**src/rtl/gb_timer.sv**
```systemverilog
// DIV/TIMA/TMA/TAC timer peripheral: free-running divider, programmable
// timer with one-cycle overflow/reload phase, and a level interrupt request.
module gb_timer #(
  parameter logic [15:0] BASE_ADDR   = 16'hFF04,
  parameter logic [7:0]  RD_UNMAPPED = 8'hFF
) (
  input  logic        clk,
  input  logic        rst,
  input  logic [15:0] addr,
  input  logic [7:0]  wdata,
  input  logic        we,
  input  logic        re,
  output logic [7:0]  rdata,
  output logic        irq,
  input  logic        irq_ack
);

  // state    | meaning
  // ST_IDLE  | counting; falling tick edges increment TIMA
  // ST_OVF   | TIMA wrapped last edge, reads 0x00; reload from TMA next edge
  localparam logic [0:0] ST_IDLE = 1'b0;
  localparam logic [0:0] ST_OVF  = 1'b1;

  localparam logic [15:0] ADDR_DIV  = BASE_ADDR;
  localparam logic [15:0] ADDR_TIMA = BASE_ADDR + 16'd1;
  localparam logic [15:0] ADDR_TMA  = BASE_ADDR + 16'd2;
  localparam logic [15:0] ADDR_TAC  = BASE_ADDR + 16'd3;

  logic [15:0] div_q, div_d;
  logic [7:0]  tima_q, tima_d;
  logic [7:0]  tma_q, tma_d;
  logic [2:0]  tac_q, tac_d;
  logic [0:0]  state_q, state_d;
  logic        irq_q, irq_d;
  logic        prev_tick_q, prev_tick_d;

  logic wr_div, wr_tima, wr_tma, wr_tac;
  logic sel_bit, tick, inc_ev, reload;

  // The read strobe has no side effects; rdata is purely address-decoded.
  logic unused_re;
  assign unused_re = re;

  assign wr_div  = we && (addr == ADDR_DIV);
  assign wr_tima = we && (addr == ADDR_TIMA);
  assign wr_tma  = we && (addr == ADDR_TMA);
  assign wr_tac  = we && (addr == ADDR_TAC);

  always_comb begin
    case (tac_q[1:0])
      2'b00:   sel_bit = div_q[9];
      2'b01:   sel_bit = div_q[3];
      2'b10:   sel_bit = div_q[5];
      default: sel_bit = div_q[7];
    endcase
    tick   = tac_q[2] & sel_bit;
    inc_ev = prev_tick_q & ~tick;
  end

  always_comb begin
    div_d       = wr_div ? 16'h0000 : div_q + 16'd1;
    tma_d       = wr_tma ? wdata : tma_q;
    tac_d       = wr_tac ? wdata[2:0] : tac_q;
    prev_tick_d = tick;
    tima_d      = tima_q;
    state_d     = ST_IDLE;
    reload      = 1'b0;
    case (state_q)
      ST_OVF: begin
        // A TIMA write during the overflow cycle cancels the reload and the irq.
        if (wr_tima) begin
          tima_d = wdata;
        end else begin
          tima_d = tma_d;
          reload = 1'b1;
        end
      end
      default: begin
        if (wr_tima) begin
          tima_d = wdata;
        end else if (inc_ev) begin
          tima_d = tima_q + 8'd1;
          if (tima_q == 8'hFF) state_d = ST_OVF;
        end
      end
    endcase
    if (reload)       irq_d = 1'b1;
    else if (irq_ack) irq_d = 1'b0;
    else              irq_d = irq_q;
  end

  always_ff @(posedge clk or posedge rst) begin
    if (rst) begin
      div_q       <= 16'h0000;
      tima_q      <= 8'h00;
      tma_q       <= 8'h00;
      tac_q       <= 3'b000;
      state_q     <= ST_IDLE;
      irq_q       <= 1'b0;
      prev_tick_q <= 1'b0;
    end else begin
      div_q       <= div_d;
      tima_q      <= tima_d;
      tma_q       <= tma_d;
      tac_q       <= tac_d;
      state_q     <= state_d;
      irq_q       <= irq_d;
      prev_tick_q <= prev_tick_d;
    end
  end

  always_comb begin
    if (addr == ADDR_DIV)       rdata = div_q[15:8];
    else if (addr == ADDR_TIMA) rdata = tima_q;
    else if (addr == ADDR_TMA)  rdata = tma_q;
    else if (addr == ADDR_TAC)  rdata = {5'b11111, tac_q};
    else                        rdata = RD_UNMAPPED;
  end

  assign irq = irq_q;

endmodule
```
**config.mk**
```make
export PLATFORM = sky130hd
export DESIGN_NAME = gb_timer
export DESIGN_NICKNAME = d
export VERILOG_FILES = /design/src/rtl/gb_timer.sv
export SDC_FILE = /design/constraint.sdc
export NUM_CORES = 1
export LEC_CHECK = 0
export ABC_AREA = 1
export ABC_CLOCK_PERIOD_IN_PS = 1500
export CAP_MARGIN = 20
export CORE_AREA = 5 5 108 90
export DETAILED_ROUTE_END_ITERATION = 8
export DIE_AREA = 0 0 113 95
export GPL_TIMING_DRIVEN = 0
export HOLD_SLACK_MARGIN = 0.15
export RECOVER_POWER = 25
export REMOVE_ABC_BUFFERS = 1
export SYNTH_ARGS = -nofsm -noshare
export SYNTH_HDL_FRONTEND = slang
export SYNTH_SLANG_ARGS = --single-unit
```
**constraint.sdc**
```tcl
create_clock -name clk -period 1.5 [get_ports clk]
set_input_delay 0.3 -clock clk [delete_from_list [all_inputs] [get_ports clk]]
set_output_delay 0.3 -clock clk [all_outputs]
set_load 0.03 [all_outputs]
```
==> results of run 1 <==
what timing repair did:
| item | CTS | global route |
|---|---|---|
| resized for setup | 164 | 67 |
| buffers inserted | 13 | 8 |
| setup endpoints to repair | 46 | 22 |
| hold buffers | 0 | 0 |
| pin swaps | 29 | 19 |
| cloned | 2 | 1 |
through the flow:
step                      TNS (ns)  power (mW)
final                        -2.29        2.15
after global routing         -4.24        2.26
after CTS                    -2.29        2.12
after detailed placement    -31.04        1.40
after global placement      -54.02        1.39
after floorplan              -1.84        1.27
area by class of cell:
type                    instances  area share [%]
repair buffers                 57            14.5
flip-flops and latches         38            26.4
well taps                     115            3.99
clock buffers                   6            2.29
multi-input cells             257            45.2
inverters                      70            7.67
per-layer routing:
layer | vias up | GRT usage (%) | part of all wire (%)
met4 | 0 | 3.30 | 1.0
met2 | 78 | 21.5 | 45
met3 | 8 | 2.56 | 6.3
met5 | - | 0 | 0
li1 | 1268 | - | -
met1 | 1184 | 19.2 | 48
kinds of logic (layout without fill, tap and decap cells):
kind of cell,Yosys count,in the layout
adder cells (fa/ha/maj),2,2
AND/OR/NAND/NOR,222,225
AO/OA/AOI/OAI,21,21
buffers and inverters,75,133
flip-flops,38,38
XOR/XNOR,9,9
synth_stat cells (all sizes together):
cell | number | share of area, %
nand4 | 7 | 1.8
nor4 | 2 | 0.51
o21ai | 14 | 2.8
nor2 | 64 | 11
ha | 2 | 1.0
or2 | 4 | 1.0
clkbuf | 2 | 0.30
nand3 | 46 | 11
nor3 | 6 | 1.2
o211ai | 1 | 0.30
nand2 | 89 | 14
buf | 3 | 1.0
o22ai | 4 | 1.0
clkinv | 1 | 0.15
nor3b | 1 | 0.30
xor2 | 9 | 3.2
dfrtp | 38 | 38
a21oi | 2 | 0.40
nand3b | 3 | 0.91
inv | 69 | 10
report_power, final:
part | switching (mW) | internal, mW
sequential | 0.0565 | 1.07
clock | 0.371 | 0.355
combinational | 0.172 | 0.129
total | 0.600 | 1.55
worst max-delay path, cell delays in order:
cell and delay, ns:
buf_6 0.07, nand2_2 0.04, nor2_2 0.11, nand2_2 0.10, nor3_4 0.25, buf_6 0.16
nand2_8 0.09, o21ai_2 0.08, inv_1 0.06, nand3_2 0.06, nand2_2 0.06, buf_6 0.13
state kept, by name, indices dropped and copies added (netlist names):
name         count
div_q           16
irq              1
prev_tick_q      1
state_q          1
tac_q            3
tima_q           8
tma_q            8
final timing paths:
kind / startpoint / to / slack [ns] / cells after the start
max in group asynchronous: rst / tima_q[0] / 0.25 / 2
setup / recovery: addr[15] / rdata[1] / -0.32 / 12
hold reg to reg: tac_q[1] / tac_q[1] / 0.52 / 2
setup reg to reg: div_q[0] / div_q[15] / 0.04 / 6
min in group asynchronous: rst / irq / 0.65 / 2
hold / removal: tac_q[1] / tac_q[1] / 0.52 / 2
==> impl_metrics.ini, run 1 <==
[run_status]
outcome = finished with violations
violations = negative setup slack

[route]
drtAntennaViolNets = 0
first_iter_violations = 183
drt-total-wl_um = 7330
drt_pass1_iterations = 4
vias = 2538
drt-wirelength-per-cell_um = 13.5
vias_per_cell = 4.67
drc = 0

[placed_design]
place_congestion = 0.801
dp.final_hpwl_um = 4770
port_buffers = 36
placed_cells = 513
dp_slack_ns = -1.45
placed_cell_area_um2 = 2950

[grt]
grt_pass1_vias = 2415
overflow = 0
antenna_found_initial = 0
grt_start_max_net_pins = 39
grt_pass1_wl_um = 11700
grtUsageTotal_pct = 13.6

[worst_setup_path]
endpoint_kind = output port
worstPathRequired_ns = 1.20
crit_fanout = 7
startpoint_type = primary input
critPathKind = in2out
arrival_ns = 1.52

[finish]
fin_util_pct = 41.7
layout_commonest_cell = nand2_1
mostFrequentLayoutCells = nand2_1, inv_1, nor2_1
drive_gt1_share_pct = 31.1
instances_no_fill = 543
design_area_um2 = 3610
fin_nets = 460
antennaDiodeCount = 0
synthToLayoutAreaGrowth_pct = 45.6
ff_latch_area_um2 = 952
fillers = 894
multiInputGateArea_um2 = 1630

[sta]
drv_slew = 0
setup_ws_ns = -0.320
hold_viol_final = 0
setup_violations = 11
fin_worst_hold_slack_ns = 0.521
fin_skew_ns = 0.00606
fmax_ghz = 0.550
post-route-min-period_ns = 1.82
finalCritPeriodShare_pct = 121
rsz0062_at_grt = yes
tightest_slew_ns = 0.876
slew_headroom_pct = 41.5

[floorplanning]
rows = 31
die_x_um = 113
die_h_um = 95
coreArea_um2 = 8650
io_pins = 38
dieArea_um2 = 10700
initial_core_util_pct = 28.6

[logic_synthesis]
ys_ff_latch = 38
synth_top_family_by_area = simple AND/OR/NAND/NOR gates
syn_area_per_cell_um2 = 6.75
synth_compound_area_share_pct = 4.55
synth_xor_area_share_pct = 3.18
ys_types = 28
synth_area_um2 = 2480
synthAdderAreaFrac_pct = 1.01
synth_seq_area_share_pct = 38.4
synthCells = 367
ys_warn_count = 0
synth-simple-area-share_pct = 40.9
muxShareOfSynthArea_pct = 0

[clocking]
clk_latency_ns = 0.29
clock_sinks = 38
cts_buffers = 5
cts_tree = yes
cts_max_path_buffers = 2
cts-root-buf = clkbuf_8
clk_pin_slew_ns = 0.07
cts-htree-levels = 2

[hold_path]
hp-class = reg2reg

[power]
peakVddDrop_mv = 0.382
power_density_nw_per_um2 = 596
power.leakage_nw = 1.78

[flow_run]
cap_viol_max_count = 0
Note: power is estimated with default switching activity, not from simulation.
==> run 2: changes to the inputs <==
--- a/config.mk
+++ b/config.mk
@@ -15,6 +15,7 @@
 export HOLD_SLACK_MARGIN = 0.15
 export RECOVER_POWER = 25
 export REMOVE_ABC_BUFFERS = 1
+export SLEW_MARGIN = 40
 export SYNTH_ARGS = -nofsm -noshare
 export SYNTH_HDL_FRONTEND = slang
 export SYNTH_SLANG_ARGS = --single-unit
==> impl_metrics.ini, run 2 (same netlist as run 1, synthesis figures left out) <==
[finish]
ff_latch_area_um2 = 952
drive_gt1_share_pct = 29.4
antennaDiodeCount = 0
fin_nets = 455
layout_commonest_cell = nand2_1
largest_register = div_q
largestRegisters = div_q (16), tima_q (8), tma_q (8)
largest_reg_flops = 16
fillers = 896
synthToLayoutAreaGrowth_pct = 46.9
multiInputGateArea_um2 = 1610
fin_util_pct = 42.1
mostFrequentLayoutCells = nand2_1, inv_1, nor2_1

[clocking]
cts_tree = yes
clk_pin_slew_ns = 0.08
clk_latency_ns = 0.30
holdBufCountCts = 0
cts_max_path_buffers = 2
cts-htree-levels = 2
cts_buffers = 5
clock_sinks = 38
cts-root-buf = clkbuf_8

[placed_design]
dp.final_hpwl_um = 4770
place_congestion = 0.801
port_buffers = 36

[grt]
overflow = 0
grt_pass1_wl_um = 11700
grt_start_max_net_pins = 39
grt_pass1_vias = 2376
antenna_found_initial = 0
grtUsageTotal_pct = 13.6

[power]
power.leakage_nw = 1.83
p_int_mw = 1.67
combPwrFrac_pct = 13.9
pwr-share-seq_pct = 48.6
peakVddDrop_mv = 0.311
switching_share_pct = 27.2
total_power_mw = 2.30
p_switching_mw = 0.625
power_density_nw_per_um2 = 632
power.share.clock_pct = 37.5

[worst_setup_path]
arrival_ns = 1.57
cp_top_family = simple AND/OR/NAND/NOR gates
crit_path_frequent_cell = buf_6
critPathKind = in2out
crit_fanout = 7
worstPathRequired_ns = 1.20
startpoint_type = primary input
endpoint_kind = output port
path_buf_inv = 4
crit_path_max_incr_delay_ns = 0.29
crit_chain = buf_6 -> nand2_2 -> nor2_4 -> nand2_4 -> nor3_4 -> buf_6 -> nand2_8 -> o21ai_2 -> inv_1 -> nand3_2 -> nand2_2 -> buf_6
cp_slowest_cell = nor3_4

[floorplanning]
die_x_um = 113
rows = 31
io_pins = 38
coreArea_um2 = 8650
initial_core_util_pct = 28.6
dieArea_um2 = 10700
die_h_um = 95

[route]
drt-wirelength-per-cell_um = 13.6
vias = 2513
drtAntennaViolNets = 0
drt_pass1_iterations = 4
drt-total-wl_um = 7350
first_iter_violations = 149
drc = 0
vias_per_cell = 4.65

[sta]
setup_ws_ns = -0.367
post-route-min-period_ns = 1.87
hold_viol_final = 0
tns_ns = -2.72
tightest_slew_ns = 0.873
finalCritPeriodShare_pct = 124
drv_slew = 0
setup_violations = 10
fmax_ghz = 0.536
fin_skew_ns = 0.00528
slew_headroom_pct = 41.7
rsz0062_at_grt = yes

[flow_run]
cap_viol_max_count = 0

[run_status]
outcome = finished with violations
violations = negative setup slack

[hold_path]
hp-class = reg2reg
-- run 2: layout make-up --
class | instances | share of cell area, %
Inverter | 70 | 7.60
Sequential cell | 38 | 26.2
Multi-Input combinational cell | 258 | 44.3
Timing Repair Buffer | 51 | 15.0
Clock buffer | 8 | 3.03
Tap cell | 115 | 3.95
-- run 2: what timing repair did --
| action | 4_1_cts | 5_1_grt |
|---|---|---|
| buffers inserted | 10 | 5 |
| gates cloned | 2 | 2 |
| gates resized for setup | 180 | 55 |
| setup endpoints to repair | 46 | 22 |
| pin swaps | 29 | 31 |
-- run 2: path summary, 6_finish.rpt --
| check | startpoint | to | slack, ns | cells after the start |
|---|---|---|---|---|
| max | addr[9] | rdata[0] | -0.37 | 12 |
| min | irq | irq | 0.53 | 2 |
| max reg2reg | div_q[0] | div_q[12] | 0.05 | 9 |
| min reg2reg | irq | irq | 0.53 | 2 |
| max in group asynchronous | rst | tima_q[0] | 0.27 | 2 |
| min in group asynchronous | rst | irq | 0.64 | 2 |
-- run 2: power by group through the flow --
| stage | clock, mW | sequential (mW) | combinational, mW |
|---|---|---|---|
| floorplan | 0 | 1.12 | 0.150 |
| global placement | 0 | 1.13 | 0.260 |
| detailed placement | 0 | 1.13 | 0.265 |
| CTS | 0.876 | 1.11 | 0.281 |
| global route | 0.912 | 1.12 | 0.355 |
| finish | 0.863 | 1.12 | 0.319 |
-- run 2: worst min-delay path, stage by stage (launching register included) --
cell     delay, ns
dfrtp_1       0.38
inv_1         0.05
o21ai_0       0.06
-- run 2: stage by stage --
stage	instance area (um2)	hold WS [ns]	worst slack, ns	instances
floorplan	2440	0.407	-0.290	362
global placement	2950	0.470	-1.44	513
detailed placement	2950	0.475	-1.46	513
CTS	3350	0.414	-0.309	533
global route	3640	0.562	-0.447	540
finish	3640	0.531	-0.367	540
-- run 2: metal layers --
layer / track usage (%) / vias up / wire, um
met2: 21.3 / 60 / 3290
met1: 19.5 / 1189 / 3600
li1: - / 1259 / -
met4: 3.30 / 0 / 44
met3: 2.50 / 5 / 413
met5: 0 / - / 0
